File: config.mk
export PLATFORM = sky130hd
export DESIGN_NAME = fp_add_pipe
export DESIGN_NICKNAME = d
export VERILOG_FILES = /design/src/rtl/fp_add_pkg.sv /design/src/rtl/fp_add_pipe_lzc.sv /design/src/rtl/fp_add_pipe.sv
export SDC_FILE = /design/constraint.sdc
export NUM_CORES = 1
export LEC_CHECK = 0
export CAP_MARGIN = 10
export CORE_ASPECT_RATIO = 1.75
export CORE_MARGIN = 2
export CORE_UTILIZATION = 50
export CTS_BUF_LIST = sky130_fd_sc_hd__clkbuf_8
export DETAILED_ROUTE_END_ITERATION = 10
export PLACE_DENSITY = 0.72
export SLEW_MARGIN = 30
export SYNTH_ARGS = -nofsm -noshare
export SYNTH_HDL_FRONTEND = slang
export SYNTH_SLANG_ARGS = --single-unit
File: constraint.sdc
create_clock -name clk -period 6.8 [get_ports clk]
set_input_delay 0.68 -clock clk [delete_from_list [all_inputs] [get_ports clk]]
set_output_delay 0.68 -clock clk [all_outputs]
set_load 0.005 [all_outputs]
File: src/rtl/fp_add_pkg.sv
// fp_add_pkg: operand classes, flag bit positions and canonical NaN for the pipelined FP adder
package fp_add_pkg;
  typedef enum logic [2:0] {ZERO, NORM, INF, QNAN, SNAN} fp_class_e;
  localparam int FLAG_INEXACT   = 0;
  localparam int FLAG_UNDERFLOW = 1;
  localparam int FLAG_OVERFLOW  = 2;
  localparam int FLAG_INVALID   = 3;
  localparam int MAX_W = 128;
  function automatic logic [MAX_W-1:0] fp_qnan(input int exp_w, input int man_w);
    logic [MAX_W-1:0] v;
    v = '0;
    for (int i = 0; i < exp_w; i++) v[man_w+i] = 1'b1;
    v[man_w-1] = 1'b1;
    return v;
  endfunction
endpackage

File: src/rtl/fp_add_pipe_lzc.sv
// fp_lzc: leading-zero count of a WIDTH-bit vector, WIDTH when all bits are zero
module fp_lzc #(
  parameter int WIDTH = 8,
  localparam int CW = $clog2(WIDTH + 1)
) (
  input  logic [WIDTH-1:0] in_i,
  output logic [CW-1:0]    cnt_o
);
  always_comb begin
    cnt_o = CW'(WIDTH);
    for (int i = 0; i < WIDTH; i++) if (in_i[i]) cnt_o = CW'(WIDTH - 1 - i);
  end
endmodule

File: src/rtl/fp_add_pipe.sv
// fp_add_pipe: 4-stage IEEE-754-style adder, RNE, flush-to-zero, valid/ready with full backpressure
module fp_add_pipe
  import fp_add_pkg::*;
#(
  parameter int EXP_W = 8,
  parameter int MAN_W = 23,
  localparam int W = EXP_W + MAN_W + 1
) (
  input  logic         clk,
  input  logic         reset,
  input  logic         in_valid,
  output logic         in_ready,
  input  logic [W-1:0] in_a,
  input  logic [W-1:0] in_b,
  output logic         out_valid,
  input  logic         out_ready,
  output logic [W-1:0] out_sum,
  output logic [3:0]   out_flags
);
  localparam int MW = MAN_W + 4;
  localparam int SW = MW + 1;
  localparam int LW = $clog2(SW + 1);
  localparam int XW = (EXP_W > LW ? EXP_W : LW) + 2;
  localparam logic [EXP_W-1:0] EMAX = '1;
  localparam logic [W-1:0] CQNAN = W'(fp_qnan(EXP_W, MAN_W));

  typedef struct packed {
    logic             s;
    logic [EXP_W-1:0] e;
    logic [MAN_W:0]   m;
    fp_class_e        c;
  } unp_t;

  typedef struct packed {
    logic         en;
    logic         nv;
    logic [W-1:0] sum;
  } byp_t;

  // Subnormal inputs become signed zeros with an all-zero significand.
  function automatic unp_t unpack(input logic [W-1:0] x);
    unp_t u;
    u.s = x[W-1];
    u.e = x[W-2:MAN_W];
    u.m = {1'b1, x[MAN_W-1:0]};
    u.c = NORM;
    if (u.e == EMAX) u.c = x[MAN_W-1:0] == '0 ? INF : x[MAN_W-1] ? QNAN : SNAN;
    else if (u.e == '0) begin
      u.c = ZERO;
      u.m = '0;
    end
    return u;
  endfunction

  logic adv;
  logic s1_v_q, s2_v_q, s3_v_q;
  unp_t s1_a_q, s1_b_q;
  byp_t bp_d, s2_bp_q, s3_bp_q;
  logic s2_s_q, s2_zs_q, s2_sub_q, s3_s_q, s3_s_d;
  logic [EXP_W-1:0] s2_e_q, s3_e_q;
  logic [MW-1:0] s2_ma_q, s2_mb_q;
  logic [SW-1:0] s3_mag_q, mag_d;
  logic a_nan, b_nan, a_ge, big_s, sml_s;
  logic [EXP_W-1:0] big_e, sml_e, d;
  logic [MAN_W:0] big_m, sml_m;
  logic [MW-1:0] full, al_d, nm;
  logic [LW-1:0] lz;
  logic carry, up, rc, zero, uf, of;
  logic [XW-1:0] ne, re;
  logic [MAN_W+1:0] rm;
  logic [MAN_W-1:0] frac;
  logic [W-1:0] sum_d;
  logic [3:0] flags_d;

  assign adv = !out_valid || out_ready;
  assign in_ready = adv;

  always_comb begin
    a_nan = s1_a_q.c == QNAN || s1_a_q.c == SNAN;
    b_nan = s1_b_q.c == QNAN || s1_b_q.c == SNAN;
    bp_d.nv = s1_a_q.c == SNAN || s1_b_q.c == SNAN
           || (s1_a_q.c == INF && s1_b_q.c == INF && s1_a_q.s != s1_b_q.s);
    bp_d.en = a_nan || b_nan || s1_a_q.c == INF || s1_b_q.c == INF;
    bp_d.sum = (a_nan || b_nan || bp_d.nv) ? CQNAN
             : {s1_a_q.c == INF ? s1_a_q.s : s1_b_q.s, EMAX, {MAN_W{1'b0}}};
    a_ge = {s1_a_q.e, s1_a_q.m} >= {s1_b_q.e, s1_b_q.m};
    big_s = a_ge ? s1_a_q.s : s1_b_q.s;
    big_e = a_ge ? s1_a_q.e : s1_b_q.e;
    big_m = a_ge ? s1_a_q.m : s1_b_q.m;
    sml_s = a_ge ? s1_b_q.s : s1_a_q.s;
    sml_e = a_ge ? s1_b_q.e : s1_a_q.e;
    sml_m = a_ge ? s1_b_q.m : s1_a_q.m;
    d = big_e - sml_e;
    full = {sml_m, 3'b000};
    // Bits shifted out below the round position fold into the sticky LSB.
    al_d = 32'(d) >= MW - 1 ? {{(MW-1){1'b0}}, |sml_m}
         : (full >> d) | {{(MW-1){1'b0}}, |(full << (MW - 32'(d)))};
  end

  always_comb begin
    mag_d = s2_sub_q ? {1'b0, s2_ma_q} - {1'b0, s2_mb_q} : {1'b0, s2_ma_q} + {1'b0, s2_mb_q};
    s3_s_d = mag_d == '0 ? s2_zs_q : s2_s_q;
  end

  fp_lzc #(.WIDTH(SW)) u_lzc (.in_i(s3_mag_q), .cnt_o(lz));

  always_comb begin
    carry = s3_mag_q[SW-1];
    zero = s3_mag_q == '0;
    nm = carry ? {s3_mag_q[SW-1:2], |s3_mag_q[1:0]} : MW'(s3_mag_q << (lz - 1'b1));
    ne = carry ? XW'(s3_e_q) + XW'(1) : XW'(s3_e_q) + XW'(1) - XW'(lz);
    up = nm[2] & (nm[1] | nm[0] | nm[3]);
    rm = {1'b0, nm[MW-1:3]} + (MAN_W+2)'(up);
    rc = rm[MAN_W+1];
    frac = rc ? rm[MAN_W:1] : rm[MAN_W-1:0];
    re = ne + XW'(rc);
    uf = !zero && (ne[XW-1] || ne == '0);
    of = !zero && !uf && re >= XW'(EMAX);
    sum_d = s3_bp_q.en ? s3_bp_q.sum
          : (zero || uf) ? {s3_s_q, {(W-1){1'b0}}}
          : of ? {s3_s_q, EMAX, {MAN_W{1'b0}}}
          : {s3_s_q, re[EXP_W-1:0], frac};
    flags_d = '0;
    flags_d[FLAG_INVALID] = s3_bp_q.en && s3_bp_q.nv;
    flags_d[FLAG_OVERFLOW] = !s3_bp_q.en && of;
    flags_d[FLAG_UNDERFLOW] = !s3_bp_q.en && uf;
    flags_d[FLAG_INEXACT] = !s3_bp_q.en && !zero && (of || uf || |nm[2:0]);
  end

  always_ff @(posedge clk) begin
    if (reset) begin
      s1_v_q <= 1'b0;
      s2_v_q <= 1'b0;
      s3_v_q <= 1'b0;
      out_valid <= 1'b0;
      out_sum <= '0;
      out_flags <= '0;
    end else if (adv) begin
      s1_v_q <= in_valid;
      s2_v_q <= s1_v_q;
      s3_v_q <= s2_v_q;
      out_valid <= s3_v_q;
      out_sum <= sum_d;
      out_flags <= flags_d;
    end
  end

  always_ff @(posedge clk) begin
    if (adv) begin
      s1_a_q <= unpack(in_a);
      s1_b_q <= unpack(in_b);
      s2_bp_q <= bp_d;
      s2_s_q <= big_s;
      s2_zs_q <= big_s & sml_s;
      s2_sub_q <= big_s ^ sml_s;
      s2_e_q <= big_e;
      s2_ma_q <= {big_m, 3'b000};
      s2_mb_q <= al_d;
      s3_bp_q <= s2_bp_q;
      s3_s_q <= s3_s_d;
      s3_e_q <= s2_e_q;
      s3_mag_q <= mag_d;
    end
  end
endmodule

==> metrics.yaml <==
cts_buffers: 31
reg2reg_from: "s3_mag_q[8]"
ios: 106
timing.hold.ws_ns: 0.422
dieHeight_um: 252
leakage_nw: 7.96
rsz0062_at_grt: "false"
area_growth_pct: 16.0
place_congestion: 0.987
clkTransAtPathRegs_ns: 0.08
status: "finished, final reports clean"
skew_ns: 0.0158
tritoncts: "done"
grt_max_degree: 135
min_from: "s2_e_q[5]"
nets: 2256
cts.sinks: 219
reg2reg_slack_ns: 0.35
syn_inst: 1942
hold_viol: 0
seq_area_frac_synth_pct: 35.2
layout-drive-gt1-share_pct: 13.1
globalRouteOverflowTotal: 0
finalWorstSetupSlack_ns: 0.352
yosysMostFrequentCell: "nand2_1"
vias: 16100
synth_warnings: 0
routedWlPerCell_um: 21.5
critPathCaptureType: "register"
coreArea_sq_um: 34600
r2r_end: "out_sum[20]"
gr-usage-all-layers_pct: 29.8
die_w_um: 146
powerDensity_nw_per_um2: 440
slowest_delay_ns: 0.52
synth_top_area_share_pct: 30.6
crit_type: "reg -> reg"
utilization_pct: 58.9
syn_nets: 2108
drc: 0
path_max_fanout: 15
root_buffer: "clkbuf_8"
top_usage_layer: "met2"
io_buffers: 105
placed_area_sq_um: 19700
crit_required_ns: 7.33
grt_pass1_wl_um: 85500
tns_ns: 0
p_total_mw: 8.96
use_met2_pct: 59.2
hpwlAfterDp_um: 44500
r2r_cells: 28
final_cells: 2575
dr.first_iter.drc_count: 1115
cp_slowest_cell: "mux4_2"
insertion_delay_ns: 0.61
yosys-top-cells-count: "nand2_1 (187), edfxtp_1 (179), nor2_1 (141)"
avgSynthCellArea_sq_um: 9.04
critPathLaunchType: "register"
dp.cells: 2516
yosysTopAreaCell: "edfxtp_1"
htree_num_levels: 1
routed_wl_um: 55300
synth_ff_type: "edfxtp_1"
period_share_pct: 94.8
syn_area_sq_um: 17600
dr.pass1.iters: 6
grt_antenna_before_repair: 0
final.fill_count: 3092
first_global_vias: 16200
period_minus_slack_ns: 6.45
synthTopCellsByArea: "edfxtp_1 (31%), ha_1 (6.8%), dfxtp_1 (4.6%)"
min_to: "s3_e_q[5]"
tightest_slew_ns: 0.918
num_antenna_cells: 0
synth_cell_types: 97
arrival_ns: 6.98
die_area_sq_um: 36700
dp_worst_setup_slack_ns: 0.224
ys_ff_latch: 219
ctsHoldBuffers: 0
via_per_inst: 6.24
hold_class: "reg -> reg"
setup_violations: 0
grt_use_met1_pct: 25.6
initial_core_util_pct: 50.8
antenna_left: 0
drv_cap: 0
cts_max_path_buffers: 3
use_met3_pct: 2.82
synth-edff-count: 179
async_reset_ff_share_pct: 0
stdcell_area_sq_um: 20400
holdPathStages: 0
slew_headroom_pct: 37.8
slew_violations: 0
rows: 90
irDropWorstVdd_v: 0.000247
fmax_mhz: 155
## per-layer routing
metal	vias to the layer above	wire (um)	part of all wire, %
li1	7604	-	-
met2	604	30700	55
met5	-	0	0
met4	0	5770	10
met1	7587	16800	30
met3	264	2080	3.8
## repair_timing
| item | CTS | global route |
|---|---|---|
| buffers inserted | 0 | 1 |
| endpoints found under the setup margin | 0 | 31 |
| resized for setup | 0 | 7 |
## registers in the layout, indices dropped and copies added, names as in the netlist, 8 cells and up
register and flops:
s1_b_q 36, out_sum 32, s2_ma_q 24, s3_mag_q 28, s2_e_q 8, s3_e_q 8, s1_a_q 36, s2_mb_q 27
## worst max-delay path, delay by kind of cell, from the launching register on
family | cells | cell delay (ns)
compound gates | 8 | 1.37
xor+xnor | 2 | 0.33
fa+ha+maj | 2 | 0.44
buf+inv | 3 | 0.60
flops | 1 | 0.40
mux | 3 | 0.93
simple gates | 10 | 2.29
## report_power, final
part	leakage (nW)	internal (mW)	switching (mW)	total, mW
Clock	0.328	0.504	0.504	1.01
Combinational	5.35	2.61	3.42	6.03
Sequential	2.28	1.72	0.205	1.92
## worst max path at each step
| stage | startpoint | to | slack, ns |
|---|---|---|---|
| floorplan | s3_mag_q[22] | out_sum[16] | 0.01 |
| global placement | s3_mag_q[20] | out_sum[20] | 0.29 |
| detailed placement | s3_mag_q[20] | out_sum[20] | 0.22 |
| CTS | s3_mag_q[19] | out_sum[20] | 0.22 |
| global route | s3_mag_q[25] | out_sum[20] | 0.008 |
| finish | s3_mag_q[8] | out_sum[20] | 0.35 |
## area by class of cell
class / count / area [sq um] / area share, %
multi-input cells: 1488 / 10500 / 51.6
flip-flops and latches: 219 / 6180 / 30.3
repair buffers: 235 / 2070 / 10.2
well taps: 460 / 576 / 2.83
inverters: 115 / 437 / 2.14
clock buffers: 31 / 427 / 2.10
clock inverters: 27 / 173 / 0.848
## logic make-up after synthesis
logic type,Yosys count,synth area share (%)
xor gates and xnor gates,61,3.24
adders and majority gates,98,7.07
DFF,219,35.2
muxes,109,8.61
and+or+nand+nor,687,19.9
buffers and inverters,235,5.36
AOI/OAI and AO/OA,533,20.6
## cells in the final DEF (no fill, tap or decap), types with 19 or more instances in the layout
master             n
nand2_1          186
edfxtp_1         179
nor2_1           139
a21oi_1          131
buf_4            126
inv_1            120
o21ai_0          115
clkdlybuf4s50_1  104
ha_1              95
mux2i_1           61
and2_1            58
nand3_1           49
nor3_1            45
nor4_1            45
dfxtp_1           40
xnor2_1           36
mux4_2            32
nand2b_1          31
clkbuf_8          31
a31oi_1           29
a211oi_1          26
and3_1            23
o211ai_1          21
xor2_1            21
o31ai_1           19
Power figures use the tool's default switching activity.
